===== src/rtl/ehl_buffer_unpacker.sv =====
// Drains a first-word-fall-through buffer and serialises each IN_WIDTH word into
// IN_WIDTH/OUT_WIDTH beats on a valid/ready stream, prefetching on the last beat.
module ehl_buffer_unpacker #(
  parameter int unsigned IN_WIDTH  = 16,
  parameter int unsigned OUT_WIDTH = 4,
  parameter bit          MSB_FIRST = 1'b0
) (
  input  logic                 clk,
  input  logic                 reset_n,
  input  logic                 buf_empty,
  input  logic [IN_WIDTH-1:0]  buf_data,
  output logic                 buf_rd,
  input  logic                 flush,
  output logic                 out_valid,
  input  logic                 out_ready,
  output logic [OUT_WIDTH-1:0] out_data,
  output logic                 out_last,
  output logic                 busy
);

  localparam int unsigned RATIO = IN_WIDTH / OUT_WIDTH;
  localparam int unsigned CW    = (RATIO > 1) ? $clog2(RATIO) : 1;
  localparam logic [CW-1:0] LAST_CNT = CW'(RATIO - 1);

  if ((IN_WIDTH % OUT_WIDTH) != 0) begin : g_bad_width
    $error("ehl_buffer_unpacker: IN_WIDTH must be a multiple of OUT_WIDTH");
  end

  logic [IN_WIDTH-1:0] w_q, w_d;
  logic [CW-1:0]       cnt_q, cnt_d;
  logic                v_q, v_d;
  logic                accept;
  logic                fin;
  logic [CW-1:0]       slice_idx;

  // Pop strobe: only when not flushing, data present, and register free or freeing this cycle
  always_comb begin
    accept = v_q & out_ready;
    fin    = accept & (cnt_q == LAST_CNT);
    buf_rd = reset_n & ~flush & ~buf_empty & (~v_q | fin);
  end

  // Next state in priority order: flush, load, finish, advance, hold
  always_comb begin
    w_d   = w_q;
    cnt_d = cnt_q;
    v_d   = v_q;
    if (flush) begin
      v_d   = 1'b0;
      cnt_d = '0;
    end else if (buf_rd) begin
      w_d   = buf_data;
      cnt_d = '0;
      v_d   = 1'b1;
    end else if (fin) begin
      v_d   = 1'b0;
      cnt_d = '0;
    end else if (accept) begin
      cnt_d = cnt_q + CW'(1);
    end
  end

  always_ff @(posedge clk or negedge reset_n) begin
    if (!reset_n) begin
      w_q   <= '0;
      cnt_q <= '0;
      v_q   <= 1'b0;
    end else begin
      w_q   <= w_d;
      cnt_q <= cnt_d;
      v_q   <= v_d;
    end
  end

  // Beat slice selection; reversed count walks slices from the top for MSB_FIRST
  always_comb begin
    slice_idx = MSB_FIRST ? (LAST_CNT - cnt_q) : cnt_q;
    out_data  = '0;
    for (int unsigned i = 0; i < RATIO; i++) begin
      if (slice_idx == CW'(i)) begin
        out_data = w_q[i*OUT_WIDTH +: OUT_WIDTH];
      end
    end
  end

  always_comb begin
    out_valid = v_q;
    busy      = v_q;
    out_last  = v_q & (cnt_q == LAST_CNT);
  end

endmodule


===== config.mk =====
export PLATFORM = sky130hd
export DESIGN_NAME = ehl_buffer_unpacker
export DESIGN_NICKNAME = d
export VERILOG_FILES = /design/src/rtl/ehl_buffer_unpacker.sv
export SDC_FILE = /design/constraint.sdc
export NUM_CORES = 1
export LEC_CHECK = 0
export CORE_AREA = 2 2 58 43
export DETAILED_ROUTE_END_ITERATION = 10
export DIE_AREA = 0 0 60 45
export PLACE_DENSITY_LB_ADDON = 0.05
export SETUP_SLACK_MARGIN = 0.2
export SLEW_MARGIN = 20
export SYNTH_ARGS = -nofsm -noshare
export SYNTH_HDL_FRONTEND = slang
export SYNTH_SLANG_ARGS = --single-unit
export TNS_END_PERCENT = 10

===== constraint.sdc =====
create_clock -name clk -period 2.8 [get_ports clk]
set_input_delay 0.56 -clock clk [delete_from_list [all_inputs] [get_ports clk]]
set_output_delay 0.56 -clock clk [all_outputs]
set_load 0.05 [all_outputs]

After elaboration in Yosys (flattened, before gate mapping)
Index checks and enable logic that the tools add are counted.
Widths: inputs -> output; s select.

operators by class
  eq/ne operators = 3
  reduce and logical (&&, ||, !) cells = 4
  bitwise logic cells = 10
  add/sub/neg operators = 1
  muxes and demuxes = 11

operators by type and width
  operator             number
  $mux 4               4
  $mux 2               4
  $and 1x1->1          6
  $eq 2x2->1 const B   2
  $reduce_bool 4->1    1
  $mux 1               3
  $not 1->1            3
  $reduce_bool 3->1    1
  $add 2x1->2 const B  1
  $eq 2x1->1 const B   1
  $logic_not 2->1      1
  $reduce_and 2->1     1
  $or 1x1->1           1

storage, ports and cells
  input port bits = 21
  word-level logic and storage cells = 32
  output and inout bits = 8
  register bits after elaboration = 19

Longest topological paths before layout
  depth in word-level cells = 6
  mapped depth = 6
  gate-level depth less buffers = 5

Least setup slack after synthesis
No wires, ideal clock.

  path type = reg2out
  from = register cnt_q[0]
  to = output port out_data[3]
  slack = 0.114 ns
  data arrival time = 2.126 ns
  cell stages (with the launch flop) = 5
  required time = 2.240 ns
  path buffers = 0
  cell sequence = dfrtp_1 -> ha_1 -> nor2b_1 -> a221oi_1 -> o31ai_1

between the ends
  word-level cells in the longest chain between the ends = 5
  elaborated cells between the ends (all ways) = 8
  those cells by class = eq/ne (3); mux (4); reduce/logical (1)

RTL lines
  what                    line  source
  start, declared         30    logic [CW-1:0] cnt_q, cnt_d;
  start signal, assigned  70    cnt_q <= cnt_d;
  $logic_not 2->1         80    if (slice_idx == CW'(i)) begin
  $mux 4 (3 in a row)     80
  $mux 4 *                80
  end, declared           16    output logic [OUT_WIDTH-1:0] out_data,

Mark *: on every way between the ends. The rest lies on a longest branch, timed or not.

Worst setup path after layout
  from = register cnt_q[0]
  to = output port out_data[1]

The elaborated chain is that of the path after synthesis.

==> impl_metrics.py <==
metrics = {
    "route": {
        "drt_iter0_drc": 11,
        "vias_per_cell": 4.89,
        "wl_per_cell_microns": 13.5,
        "routed_wl_microns": 1950,
        "final_antenna_net_count": 0,
        "route.detailed.drc": 0,
        "dr.pass1.iters": 4,
        "vias": 704,
    },
    "cells_and_area": {
        "utilization_pct": 62.9,
        "antenna_cells": 0,
        "instances_no_fill": 144,
        "areaGrowthSynthToFinish_pct": 32.5,
        "nets": 138,
        "layout-drive-gt1-share_pct": 27.7,
        "multiInputGateArea_sq_um": 473,
        "regArea_sq_um": 475,
        "n_fill_cell": 186,
    },
    "setup_path": {
        "crit_path_cell_trace": "inv_1, ha_1, nor2b_1, a221oi_1, o31ai_1, buf_4",
        "max_stage_delay_ns": 0.46,
        "cp_max_fo": 6,
        "cp_num_buf_inv": 2,
        "worstPathArrival_ns": 1.90,
        "r2r-start": "cnt_q[0]",
        "cp-start-kind": "flop",
        "crit_start": "cnt_q[0]",
        "path_class": "flop to primary output",
        "worst-endpoint-required_ns": 2.24,
        "end_kind": "primary output",
        "critPathTopFamily": "flip-flops",
        "slowest_stage": "dfrtp_1",
    },
    "logic_synthesis": {
        "synthesis.area_sq_um": 1010,
        "ys_types": 24,
        "netlist_instances": 82,
        "synthAdderAreaFrac_pct": 4.98,
        "synth-xor-area-share_pct": 0,
        "synth-edff-count": 0,
        "synth_compound_area_share_pct": 11.4,
        "synth_flop_cell": "dfrtp_1",
        "ys_ff_latch": 19,
        "muxShareOfSynthArea_pct": 21.3,
        "ys_seq_area_share_pct": 47.3,
        "ys.warnings.count": 0,
        "synth_top_family_by_area": "multiplexers",
        "syn_nets": 107,
        "syn_avg_cell_area_sq_um": 12.3,
        "async_reset_ff_share_pct": 100,
        "synthSimpleGateAreaFrac_pct": 8.58,
    },
    "global_route": {
        "antenna_found_initial": 0,
        "gr-usage-met1_pct": 22.9,
        "grt_usage_pct": 17.2,
        "gr-max-usage-layer": "met2",
        "grt_use_met2_pct": 25.9,
        "first_global_vias": 687,
        "grt_overflow": 0,
        "grt_max_degree": 20,
        "grt_first_pass_wirelength_microns": 3260,
        "use_met3_pct": 6.02,
    },
    "power": {
        "powerDensity_nw_per_um2": 553,
        "p_leak_nw": 0.612,
        "vdd_ir_drop_max_v": 0.000370,
        "p_total_w": 0.000737,
    },
    "timing": {
        "finalSetupTns_ns": 0,
        "worst-slew-pin-transition_ns": 0.496,
        "slew-limit-headroom_pct": 66.9,
        "grt_setup_unrepaired": "no",
        "setup_viol": 0,
        "skew_ns": 0.00575,
        "hold_viol": 0,
        "slew_violations": 0,
        "timing.fmax_mhz": 407,
        "period_share_pct": 87.7,
        "period_needed_ns": 2.46,
    },
    "clock_network": {
        "insertion_delay_ns": 0.30,
        "clockBufferDepth": 2,
        "cts.reportedPaths.clkPinSlew_ns": 0.11,
        "cts_tree": "done",
        "htree_levels": 1,
        "cts_root_buf": "clkbuf_4",
        "numCtsBuffers": 3,
        "ctsHoldBuffers": 0,
        "clock_sinks": 19,
    },
    "floorplanning": {
        "die_area_sq_um": 2700,
        "initial_utilization_pct": 47.5,
        "die_w_microns": 60,
        "num_io_pins": 29,
        "die_h_microns": 45,
        "core-area_sq_um": 2120,
        "rows": 14,
    },
    "place": {
        "io_buffers": 28,
        "dp_hpwl_microns": 1430,
        "gp_congestion": 0.720,
        "placed_cells_incl_taps": 140,
    },
    "job": {
        "cap_violations": 0,
    },
    "min_path": {
        "min_from": "w_q[13]",
        "hp-class": "flop to flop",
    },
    "outcome": {
        "status": "completed",
    },
}
-- per-layer routing --
metal | routed length [microns] | vias to the layer above
met5 | 0 | -
met4 | 19 | 0
met3 | 107 | 2
met2 | 828 | 20
met1 | 996 | 337
li1 | - | 345
-- synthesized netlist by cell type (2+ instances only) --
| master | number | area (sq um) |
|---|---|---|
| dfrtp_1 | 19 | 475 |
| mux2_4 | 9 | 135 |
| mux2_2 | 7 | 78.8 |
| a21oi_1 | 6 | 30.0 |
| inv_1 | 6 | 22.5 |
| nand2_1 | 5 | 18.8 |
| ha_1 | 4 | 50.1 |
| nor2b_1 | 4 | 25.0 |
| o21ai_0 | 3 | 15.0 |
| a221oi_1 | 2 | 17.5 |
| a22o_1 | 2 | 17.5 |
| nor2_1 | 2 | 7.51 |
| o31ai_1 | 2 | 15.0 |
-- final timing paths --
| check | endpoint | slack [ns] | depth (start not counted) |
|---|---|---|---|
| max | out_data[1] | 0.34 | 6 |
| min | w_q[13] | 0.52 | 1 |
| max reg2reg | w_q[8] | 0.86 | 5 |
| min reg2reg | w_q[13] | 0.52 | 1 |
| max in group asynchronous | w_q[15] | 1.95 | 2 |
| min in group asynchronous | w_q[12] | 0.64 | 2 |
-- registers in the layout, summed over array words and instances, names as in the netlist --
name	flops
cnt_q	2
busy	1
w_q	16
-- timing repair --
item                       4_1_cts  5_1_grt
resized for setup                1        1
setup endpoints to repair        1        1
pin swaps                        0        0
gates cloned                     0        0
buffers inserted                 0        0
-- cell families (layout without fill, tap and decap cells) --
| family | count (synthesis) | in the layout |
|---|---|---|
| buf+inv | 10 | 40 |
| fa+ha+maj | 4 | 4 |
| simple gates | 16 | 16 |
| flops | 19 | 19 |
| mux | 16 | 16 |
| compound gates | 17 | 17 |
-- power breakdown --
group	switching, W	total [W]	internal, W
registers	0.0000305	0.000355	0.000324
logic	0.000117	0.000243	0.000126
clock network	0.0000859	0.000139	0.0000533
total	0.000233	0.000737	0.000503
-- metrics by stage --
| stage | hold slack, ns | instance area [sq um] | worst slack (ns) |
|---|---|---|---|
| final | 0.525 | 1330 | 0.345 |
| after global routing | 0.533 | 1330 | 0.243 |
| after CTS | 0.525 | 1330 | 0.261 |
| after detailed placement | 0.498 | 1300 | 0.366 |
| after global placement | 0.496 | 1300 | 0.387 |
| after floorplan | 0.264 | 1010 | 0.116 |
-- area by class of cell --
class / count / area share, %
clock buffers: 3 / 1.69
inverters: 6 / 1.69
repair buffers: 30 / 22.1
multi-input cells: 53 / 35.5
flip-flops and latches: 19 / 35.7
well taps: 32 / 3.00
clock inverters: 1 / 0.376
-- placed cells by master, fill, tap and decap left out --
master,n
a21oi_1,6
nand2b_1,1
dfrtp_1,19
inv_1,6
ha_2,1
buf_12,1
dlygate4sd2_1,1
nand2_1,5
o31ai_2,1
nor2_1,2
clkbuf_4,3
a21boi_2,1
o21ai_0,3
o31ai_1,1
clkdlybuf4s50_1,22
nor3b_1,1
mux2_2,7
a221oi_1,2
or3_1,1
nor2b_1,4
clkinv_2,1
a22o_1,2
a2111oi_0,1
nand3b_1,1
buf_4,6
mux2_4,9
ha_1,3
and2_2,1
No activity file was read; power rests on OpenSTA's default activity.
